[config.mk]
export PLATFORM = sky130hd
export DESIGN_NAME = ifetch_ctrl_flat
export DESIGN_NICKNAME = d
export VERILOG_FILES = /design/src/rtl/cpu_pkg.sv /design/src/rtl/ifetch_ctrl_if.sv /design/src/rtl/ifetch_queue.sv /design/src/rtl/ifetch_ctrl.sv /design/src/flat_wrapper.sv
export SDC_FILE = /design/constraint.sdc
export NUM_CORES = 1
export LEC_CHECK = 0
export ABC_AREA = 1
export CAP_MARGIN = 20
export CORE_MARGIN = 2
export CORE_UTILIZATION = 45
export CTS_CLUSTER_SIZE = 24
export DETAILED_ROUTE_END_ITERATION = 8
export GPL_ROUTABILITY_DRIVEN = 0
export GPL_TIMING_DRIVEN = 0
export PLACE_DENSITY = 0.8
export SYNTH_ARGS = -nofsm -noshare
export SYNTH_HDL_FRONTEND = slang
export SYNTH_SLANG_ARGS = --single-unit
[constraint.sdc]
create_clock -name clk -period 5.72 [get_ports clk]
set_clock_uncertainty 0.2 [all_clocks]
set_input_delay 1.716 -clock clk [delete_from_list [all_inputs] [get_ports clk]]
set_output_delay 1.716 -clock clk [all_outputs]
set_load 0.02 [all_outputs]
[src/rtl/cpu_pkg.sv]
// Shared CPU definitions: fetch FSM state encoding and default widths/reset PC.
package cpu_pkg;

   typedef enum logic {
      RUN  = 1'b0,
      HALT = 1'b1
   } state_e;

   localparam int CPU_ADDR_W   = 6;
   localparam int CPU_DATA_W   = 32;
   localparam int CPU_RESET_PC = 0;

endpackage

[src/rtl/ifetch_ctrl_if.sv]
// Bus bundle between the fetch controller, the instruction ROM and decode.
// The debug read port exists only when IFETCH_DEBUG_PORT_EN is defined.
interface ifetch_ctrl_if
   import cpu_pkg::*;
#(
   parameter int ADDR_W = CPU_ADDR_W,
   parameter int DATA_W = CPU_DATA_W
);

   logic [ADDR_W-1:0] rom_addr;
   logic [DATA_W-1:0] rom_data;
   logic              if_valid;
   logic              if_ready;
   logic [DATA_W-1:0] if_instr;
   logic [ADDR_W-1:0] if_pc;
   logic              redirect;
   logic [ADDR_W-1:0] redirect_pc;
   logic              halt_req;
   logic              resume;
   logic              halted;
`ifdef IFETCH_DEBUG_PORT_EN
   logic              dbg_req;
   logic [ADDR_W-1:0] dbg_addr;
   logic              dbg_ack;
   logic [DATA_W-1:0] dbg_data;

   modport master (
      output rom_addr, if_valid, if_instr, if_pc, halted, dbg_ack, dbg_data,
      input  rom_data, if_ready, redirect, redirect_pc, halt_req, resume,
             dbg_req, dbg_addr
   );
   modport slave (
      input  rom_addr, if_valid, if_instr, if_pc, halted, dbg_ack, dbg_data,
      output rom_data, if_ready, redirect, redirect_pc, halt_req, resume,
             dbg_req, dbg_addr
   );
`else
   modport master (
      output rom_addr, if_valid, if_instr, if_pc, halted,
      input  rom_data, if_ready, redirect, redirect_pc, halt_req, resume
   );
   modport slave (
      input  rom_addr, if_valid, if_instr, if_pc, halted,
      output rom_data, if_ready, redirect, redirect_pc, halt_req, resume
   );
`endif

endinterface

[src/rtl/ifetch_queue.sv]
// Two-entry {pc, instr} FIFO; slot0 is always the head. Flush beats push/pop.
module ifetch_queue
   import cpu_pkg::*;
#(
   parameter int ADDR_W = CPU_ADDR_W,
   parameter int DATA_W = CPU_DATA_W
) (
   input  logic              clk,
   input  logic              rst,
   input  logic              push,
   input  logic              pop,
   input  logic              flush,
   input  logic [ADDR_W-1:0] push_pc,
   input  logic [DATA_W-1:0] push_instr,
   output logic [1:0]        count,
   output logic [ADDR_W-1:0] head_pc,
   output logic [DATA_W-1:0] head_instr
);

   logic [ADDR_W-1:0] slot_pc    [2];
   logic [DATA_W-1:0] slot_instr [2];

   always_ff @(posedge clk) begin
      if (rst || flush) begin
         count <= 2'd0;
      end else begin
         count <= count + {1'b0, push} - {1'b0, pop};
      end
   end

   // Payload is not reset; the head is masked to zero whenever count is zero.
   always_ff @(posedge clk) begin
      if (!flush) begin
         if (push && !pop) begin
            if (count == 2'd0) begin
               slot_pc[0]    <= push_pc;
               slot_instr[0] <= push_instr;
            end else begin
               slot_pc[1]    <= push_pc;
               slot_instr[1] <= push_instr;
            end
         end else if (pop && !push) begin
            slot_pc[0]    <= slot_pc[1];
            slot_instr[0] <= slot_instr[1];
         end else if (pop && push) begin
            if (count == 2'd1) begin
               slot_pc[0]    <= push_pc;
               slot_instr[0] <= push_instr;
            end else begin
               slot_pc[0]    <= slot_pc[1];
               slot_instr[0] <= slot_instr[1];
               slot_pc[1]    <= push_pc;
               slot_instr[1] <= push_instr;
            end
         end
      end
   end

   assign head_pc    = (count != 2'd0) ? slot_pc[0]    : '0;
   assign head_instr = (count != 2'd0) ? slot_instr[0] : '0;

endmodule

[src/rtl/ifetch_ctrl.sv]
// Instruction-fetch controller: PC, RUN/HALT FSM, ROM address mux and 2-deep queue.
// Define IFETCH_DEBUG_PORT_EN to add the debug ROM read port.
module ifetch_ctrl
   import cpu_pkg::*;
#(
   parameter int              ADDR_W   = CPU_ADDR_W,
   parameter int              DATA_W   = CPU_DATA_W,
   parameter logic [ADDR_W-1:0] RESET_PC = ADDR_W'(CPU_RESET_PC)
) (
   input logic            clk,
   input logic            rst,
   ifetch_ctrl_if.master  bus
);

   state_e            state_q, state_d;
   logic [ADDR_W-1:0] pc_q;
   logic              fetch;
   logic              pop;
   logic              dbg_req_w;
   logic [1:0]        count;
   logic [ADDR_W-1:0] head_pc;
   logic [DATA_W-1:0] head_instr;

   assign pop = bus.if_valid && bus.if_ready;

`ifdef IFETCH_DEBUG_PORT_EN
   logic              dbg_ack_q;
   logic [DATA_W-1:0] dbg_data_q;

   assign dbg_req_w    = bus.dbg_req;
   assign bus.rom_addr = dbg_req_w ? bus.dbg_addr : pc_q;
   assign bus.dbg_ack  = dbg_ack_q;
   assign bus.dbg_data = dbg_data_q;

   always_ff @(posedge clk) begin
      if (rst) begin
         dbg_ack_q  <= 1'b0;
         dbg_data_q <= '0;
      end else begin
         dbg_ack_q <= dbg_req_w;
         if (dbg_req_w) begin
            dbg_data_q <= bus.rom_data;
         end
      end
   end
`else
   assign dbg_req_w    = 1'b0;
   assign bus.rom_addr = pc_q;
`endif

   always_ff @(posedge clk) begin
      if (rst) begin
         state_q <= RUN;
      end else begin
         state_q <= state_d;
      end
   end

   // A slot frees up this cycle if decode pops, so fetch can refill it immediately.
   always_comb begin
      state_d = state_q;
      fetch   = 1'b0;
      case (state_q)
         RUN: begin
            if (bus.halt_req) begin
               state_d = HALT;
            end
            fetch = !bus.redirect && !dbg_req_w && ((count != 2'd2) || pop);
         end
         HALT: begin
            if (bus.resume && !bus.halt_req) begin
               state_d = RUN;
            end
         end
         default: state_d = RUN;
      endcase
   end

   always_ff @(posedge clk) begin
      if (rst) begin
         pc_q <= RESET_PC;
      end else if (bus.redirect) begin
         pc_q <= bus.redirect_pc;
      end else if (fetch) begin
         pc_q <= pc_q + ADDR_W'(1);
      end
   end

   ifetch_queue #(
      .ADDR_W (ADDR_W),
      .DATA_W (DATA_W)
   ) u_queue (
      .clk        (clk),
      .rst        (rst),
      .push       (fetch),
      .pop        (pop),
      .flush      (bus.redirect),
      .push_pc    (pc_q),
      .push_instr (bus.rom_data),
      .count      (count),
      .head_pc    (head_pc),
      .head_instr (head_instr)
   );

   assign bus.if_valid = (count != 2'd0);
   assign bus.if_pc    = head_pc;
   assign bus.if_instr = head_instr;
   assign bus.halted   = (state_q == HALT);

endmodule

[src/flat_wrapper.sv]
// flat-port wrapper written by rule: the top's interface ports become plain ports
module ifetch_ctrl_flat import cpu_pkg::*;
#(
   parameter int              ADDR_W   = CPU_ADDR_W,
   parameter int              DATA_W   = CPU_DATA_W,
   parameter logic [ADDR_W-1:0] RESET_PC = ADDR_W'(CPU_RESET_PC)
)
  (clk, rst, bus_rom_addr, bus_if_valid, bus_if_instr, bus_if_pc, bus_halted, bus_rom_data, bus_if_ready, bus_redirect, bus_redirect_pc, bus_halt_req, bus_resume);
  ifetch_ctrl_if #(.ADDR_W(ADDR_W), .DATA_W(DATA_W)) bus_i ();
  input logic clk;
  input logic rst;
  output wire logic [$bits(bus_i.rom_addr)-1:0] bus_rom_addr;
  output wire logic [$bits(bus_i.if_valid)-1:0] bus_if_valid;
  output wire logic [$bits(bus_i.if_instr)-1:0] bus_if_instr;
  output wire logic [$bits(bus_i.if_pc)-1:0] bus_if_pc;
  output wire logic [$bits(bus_i.halted)-1:0] bus_halted;
  input wire logic [$bits(bus_i.rom_data)-1:0] bus_rom_data;
  input wire logic [$bits(bus_i.if_ready)-1:0] bus_if_ready;
  input wire logic [$bits(bus_i.redirect)-1:0] bus_redirect;
  input wire logic [$bits(bus_i.redirect_pc)-1:0] bus_redirect_pc;
  input wire logic [$bits(bus_i.halt_req)-1:0] bus_halt_req;
  input wire logic [$bits(bus_i.resume)-1:0] bus_resume;
  assign bus_rom_addr = bus_i.rom_addr;
  assign bus_if_valid = bus_i.if_valid;
  assign bus_if_instr = bus_i.if_instr;
  assign bus_if_pc = bus_i.if_pc;
  assign bus_halted = bus_i.halted;
  assign bus_i.rom_data = bus_rom_data;
  assign bus_i.if_ready = bus_if_ready;
  assign bus_i.redirect = bus_redirect;
  assign bus_i.redirect_pc = bus_redirect_pc;
  assign bus_i.halt_req = bus_halt_req;
  assign bus_i.resume = bus_resume;
  ifetch_ctrl #(.ADDR_W(ADDR_W), .DATA_W(DATA_W), .RESET_PC(RESET_PC)) u_core (.clk(clk), .rst(rst), .bus(bus_i));
endmodule
Yosys cells after proc, flatten, opt, wreduce, memory -nomap -nowiden
Memories as Yosys holds them, arrays and structs flattened. Index checks and enable logic that the tools add are counted. Widths: inputs -> output; s select.

Add/sub/neg operators: 3. Bitwise logic cells: 9. Equality and inequality tests: 2. Muxes and demuxes: 40. Reductions and logical operators: 15.

Operators by type and width (count): $mux 32 (5); $mux 6 (7); $mux 1 (27); $or 1x1->1 (8); $add 6x1->6 const B (1); $logic_and 1x1->1 (6); $logic_not 1->1 (4); $reduce_bool 2->1 (2); $add 2x1->2 (1); $eq 2x1->1 const B (1); $logic_not 2->1 (1); $logic_or 1x1->1 (2); $ne 2x2->1 const B (1); $pmux 1 s2 (1); $sub 2x1->2 (1); $not 1->1 (1).

Register bits: 9. Bits in writable memories: 76. Input port bits: 44. Output and inout port bits: 46. Memories: 2.

Memories: u_core.u_queue.slot_instr (depth 2, bits a word 32, rd ports 2, clocked after memory_dff 0, write ports 2, RTL line ifetch_queue.sv:21) `logic [DATA_W-1:0] slot_instr [2];`; u_core.u_queue.slot_pc (depth 2, bits a word 6, rd ports 2, clocked after memory_dff 0, write ports 2, RTL line ifetch_queue.sv:20) `logic [ADDR_W-1:0] slot_pc [2];`.

Logic depth before layout (Yosys ltp)
Depth in word-level cells: 14. Mapped depth: 13. Depth with buffers taken out: 11.

Cells and area by module
From an unflattened synthesis, not the netlist that was laid out.

Cell total of the unflattened synthesis: 394. Area, all modules: 3897.5 µm².

By module, submodules not included: ifetch_queue (area each 3398.3 µm², times used 1, cells an instance 321); ifetch_ctrl (area each 499.2 µm², times used 1, cells an instance 73).

Worst setup path after synthesis
No wires, ideal clock.

Path type: input to register. Start point: input bus_redirect. End point: memory u_core.u_queue.slot_instr[0][32] in the netlist's numbering, enable pin. Arrival time: 5.408 ns. Cell stages on the path: 7. Setup slack: -0.379 ns. Path buffers: 1. Setup time: 0.491 ns. Cells stage by stage: buf_4 > nor2_1 > nand2_1 > inv_1 > ha_1 > nand2_1 > o31ai_1.

RTL lines: start, declared (RTL line flat_wrapper.sv:19) `input wire logic [$bits(bus_i.redirect)-1:0] bus_redirect;`; end, declared (RTL line ifetch_queue.sv:21).

==> summary.txt <==
Timing
  – Final setup viols: 0
  – Setup TNS Final: 0 ns
  – Worst Tran Pin Value: 0.995 ns
  – Number of hold violations in the final report: 0
  – Fin crit share: 0.786
  – Max-slew violation count: 0
  – Tmin final: 4.49 ns
  – RSZ-0062 raised after global routing: false
  – Relative slew slack: 0.337
  – F_max: 223 MHz

Cells and area
  – Most frequent cells in the layout: 97 x nand2_1, 88 x clkdlybuf4s50_1, 76 x edfxtp_1
  – Commonest non-fill, non-tap cell in the layout: nand2_1
  – Final core utilization: 0.617
  – Share of layout cells above drive strength 1: 0.0801
  – Area growth syn-to-layout: 33.7%
  – Ant diodes: 0
  – Final Non-Filler Cells: 592
  – Final-layout fill cell count: 678
  – # nets final: 531

Pwr
  – Clk pwr share: 0.315
  – Logic pwr share: 0.141
  – Register share of total power: 0.544
  – Worst IR drop on VDD: 0.108 mV
  – P per Cell Area: 261 mW/mm^2
  – Int Power: 995 uW
  – Switching Fraction: 0.245
  – P_leak: 0.00211 uW
  – Net Sw Power: 322 uW

Setup path
  – CP max stage delay: 0.82 ns
  – Crit path buf inv count: 4
  – Slowest-stage cell, CP: o31ai_4
  – Setup CP Type: in2reg
  – Data required time of the worst path: 5.57 ns
  – Worst path cell trace: clkdlybuf4s50_1 > inv_1 > nand3_1 > nand2_1 > inv_1 > ha_1 > nand2_1 > o31ai_4 > buf_8
  – R2R Path End: u_core.u_queue.slot_instr[0][61]
  – FF-to-FF setup slack: 2.85 ns
  – CP max FO: 20
  – R2r worst-path depth: 8
  – Worst r2r src: u_core.u_queue.count[0]
  – Family with the most delay on the worst path: buffers and inverters
  – CP Data Arrival Time: 4.34 ns
  – Crit end category: flip-flop
  – Crit path launch type: primary input

Synthesis
  – Synthesized area per cell: 9.91 um^2
  – Syn Inst Count: 381
  – Synth Cell Area: 0.00378 mm^2
  – Synth area leaders: edfxtp_1 60%, nand2_1 9.6%, nand3_1 6.6%
  – Seq cells post-synth: 85
  – Sequential fraction of the synthesis area: 0.652
  – YS warnings: 0
  – Synth area leader: edfxtp_1
  – Top-area cell type share of the netlist area: 0.604
  – Syn Nets: 430
  – Netlist cell types: 24

CTS
  – Num CTS Buffers: 9
  – Clk root buf: clkbuf_8
  – Post-cts resize count: 0
  – Skew-Pair Late Insertion Delay: 0.35 ns
  – Clock slew at reported path FFs: 0.09 ns
  – Depth of the CTS H-tree: 3
  – CTS Buffer Depth: 2
  – CTS tree: yes
  – Post-cts hold buffer count: 0
  – Post-CTS setup buffer count: 0
  – Clk sink count: 85

Global route
  – First-pass GRT wire length: 12100 um
  – Antenna violations before repair: 0
  – GR Overflow Total: 0
  – Vias in the first global route: 2751
  – Largest net degree at the start of global routing: 29
  – GRT Total Usage: 0.173

Die
  – Core area: 0.00818 mm^2
  – Rows: 33
  – Die Y: 95.6 um
  – Die Wd: 95.6 um
  – Die footprint: 0.00914 mm^2
  – Initial core utilization: 0.462
  – IO Count: 90

Route
  – Met1 Routed Length: 2970 um
  – Vias: 2779
  – 1st-pass router iterations: 4
  – Met2 wire length: 3780 um
  – DR WL/cell: 12.3 um
  – DRC violations left: 0
  – Detailed Route WL: 7280 um
  – Detail Route Antenna Nets: 0
  – DR top layer: met4
  – DR iter-0 viols: 92
  – Vias per cell: 4.69
  – Met3 routed WL: 411 um

Hold path
  – HP Start: u_core.bus.rom_addr[2]
  – Hold WC Path Type: reg2reg
  – Hold EP: u_core.u_queue.slot_pc[0][8]
  – Hold Path Stages: 0

Placement
  – Port bufs: 88
  – Post-DP HPWL: 5320 um
  – Placed Cells: 576

Flow run
  – Maxcap violations: 0

Run status
  – Status: finished, final reports clean
-- state kept, by name, summed over array words and instances (netlist names) --
name                       count
u_core.bus.rom_addr            6
u_core.u_queue.slot_pc        12
u_core.bus.halted              1
u_core.u_queue.count           2
u_core.u_queue.slot_instr     64
-- layer usage --
| metal | up-vias | GRT usage |
|---|---|---|
| li1 | 1429 | - |
| met1 | 1246 | 0.203 |
| met2 | 93 | 0.303 |
| met3 | 11 | 0.0356 |
| met4 | 0 | 0.0821 |
| met5 | - | 0 |
-- how the worst max path moves through the flow --
stage	startpoint	to	slack (ns)	cells after the start
floorplan	bus_redirect	u_core.u_queue.slot_instr[0][0]	0.68	7
global placement	bus_if_ready	u_core.u_queue.slot_instr[0][30]	-0.61	8
detailed placement	bus_if_ready	u_core.u_queue.slot_instr[0][57]	0.80	9
CTS	bus_if_ready	u_core.u_queue.slot_instr[0][55]	1.20	9
global route	bus_if_ready	u_core.u_queue.slot_instr[0][61]	1.03	9
finish	bus_if_ready	u_core.u_queue.slot_instr[0][61]	1.23	9
-- cells by family after synthesis --
group           Yosys count  share of synthesized area
fa+ha+maj                 5                     0.0166
flops                    85                      0.652
compound gates           10                     0.0149
simple gates            206                      0.228
buf+inv                  73                     0.0842
xor+xnor                  2                    0.00464
-- through the flow --
stage	worst slack [ns]	total power (uW)	cell area (um^2)	hold WS, ns
after CTS	1.20	1330	5050	0.265
after global routing	1.03	1370	5050	0.287
after floorplan	0.678	824	3780	0.321
final	1.23	1320	5050	0.264
after global placement	-0.609	910	4790	0.249
after detailed placement	0.798	918	4850	0.244
-- cell type report --
type | instances | area (um^2) | share of cell area
flip-flops and latches | 85 | 2460 | 0.488
multi-input cells | 223 | 1020 | 0.203
well taps | 105 | 131 | 0.0260
inverters | 55 | 209 | 0.0414
clock buffers | 9 | 124 | 0.0245
clock inverters | 7 | 72.6 | 0.0144
repair buffers | 90 | 916 | 0.181
plain buffers | 18 | 109 | 0.0216
-- synth_stat cells (all sizes together) --
cell type	n
inv	55
nand3	50
o21bai	1
a21oi	4
xnor2	2
clkbuf	5
or2	1
dfxtp	9
buf	13
o21ai	3
edfxtp	76
nand2	97
nor2	55
nor3	3
ha	5
o31ai	1
o22ai	1
-- power by group through the flow --
stage / clock network, uW / logic (uW) / registers [uW]
after floorplan: 0 / 90.1 / 734
after global placement: 0 / 177 / 732
after detailed placement: 0 / 188 / 731
after CTS: 425 / 188 / 716
after global routing: 449 / 206 / 719
final: 416 / 186 / 716
(Power assumes the default switching activity.)
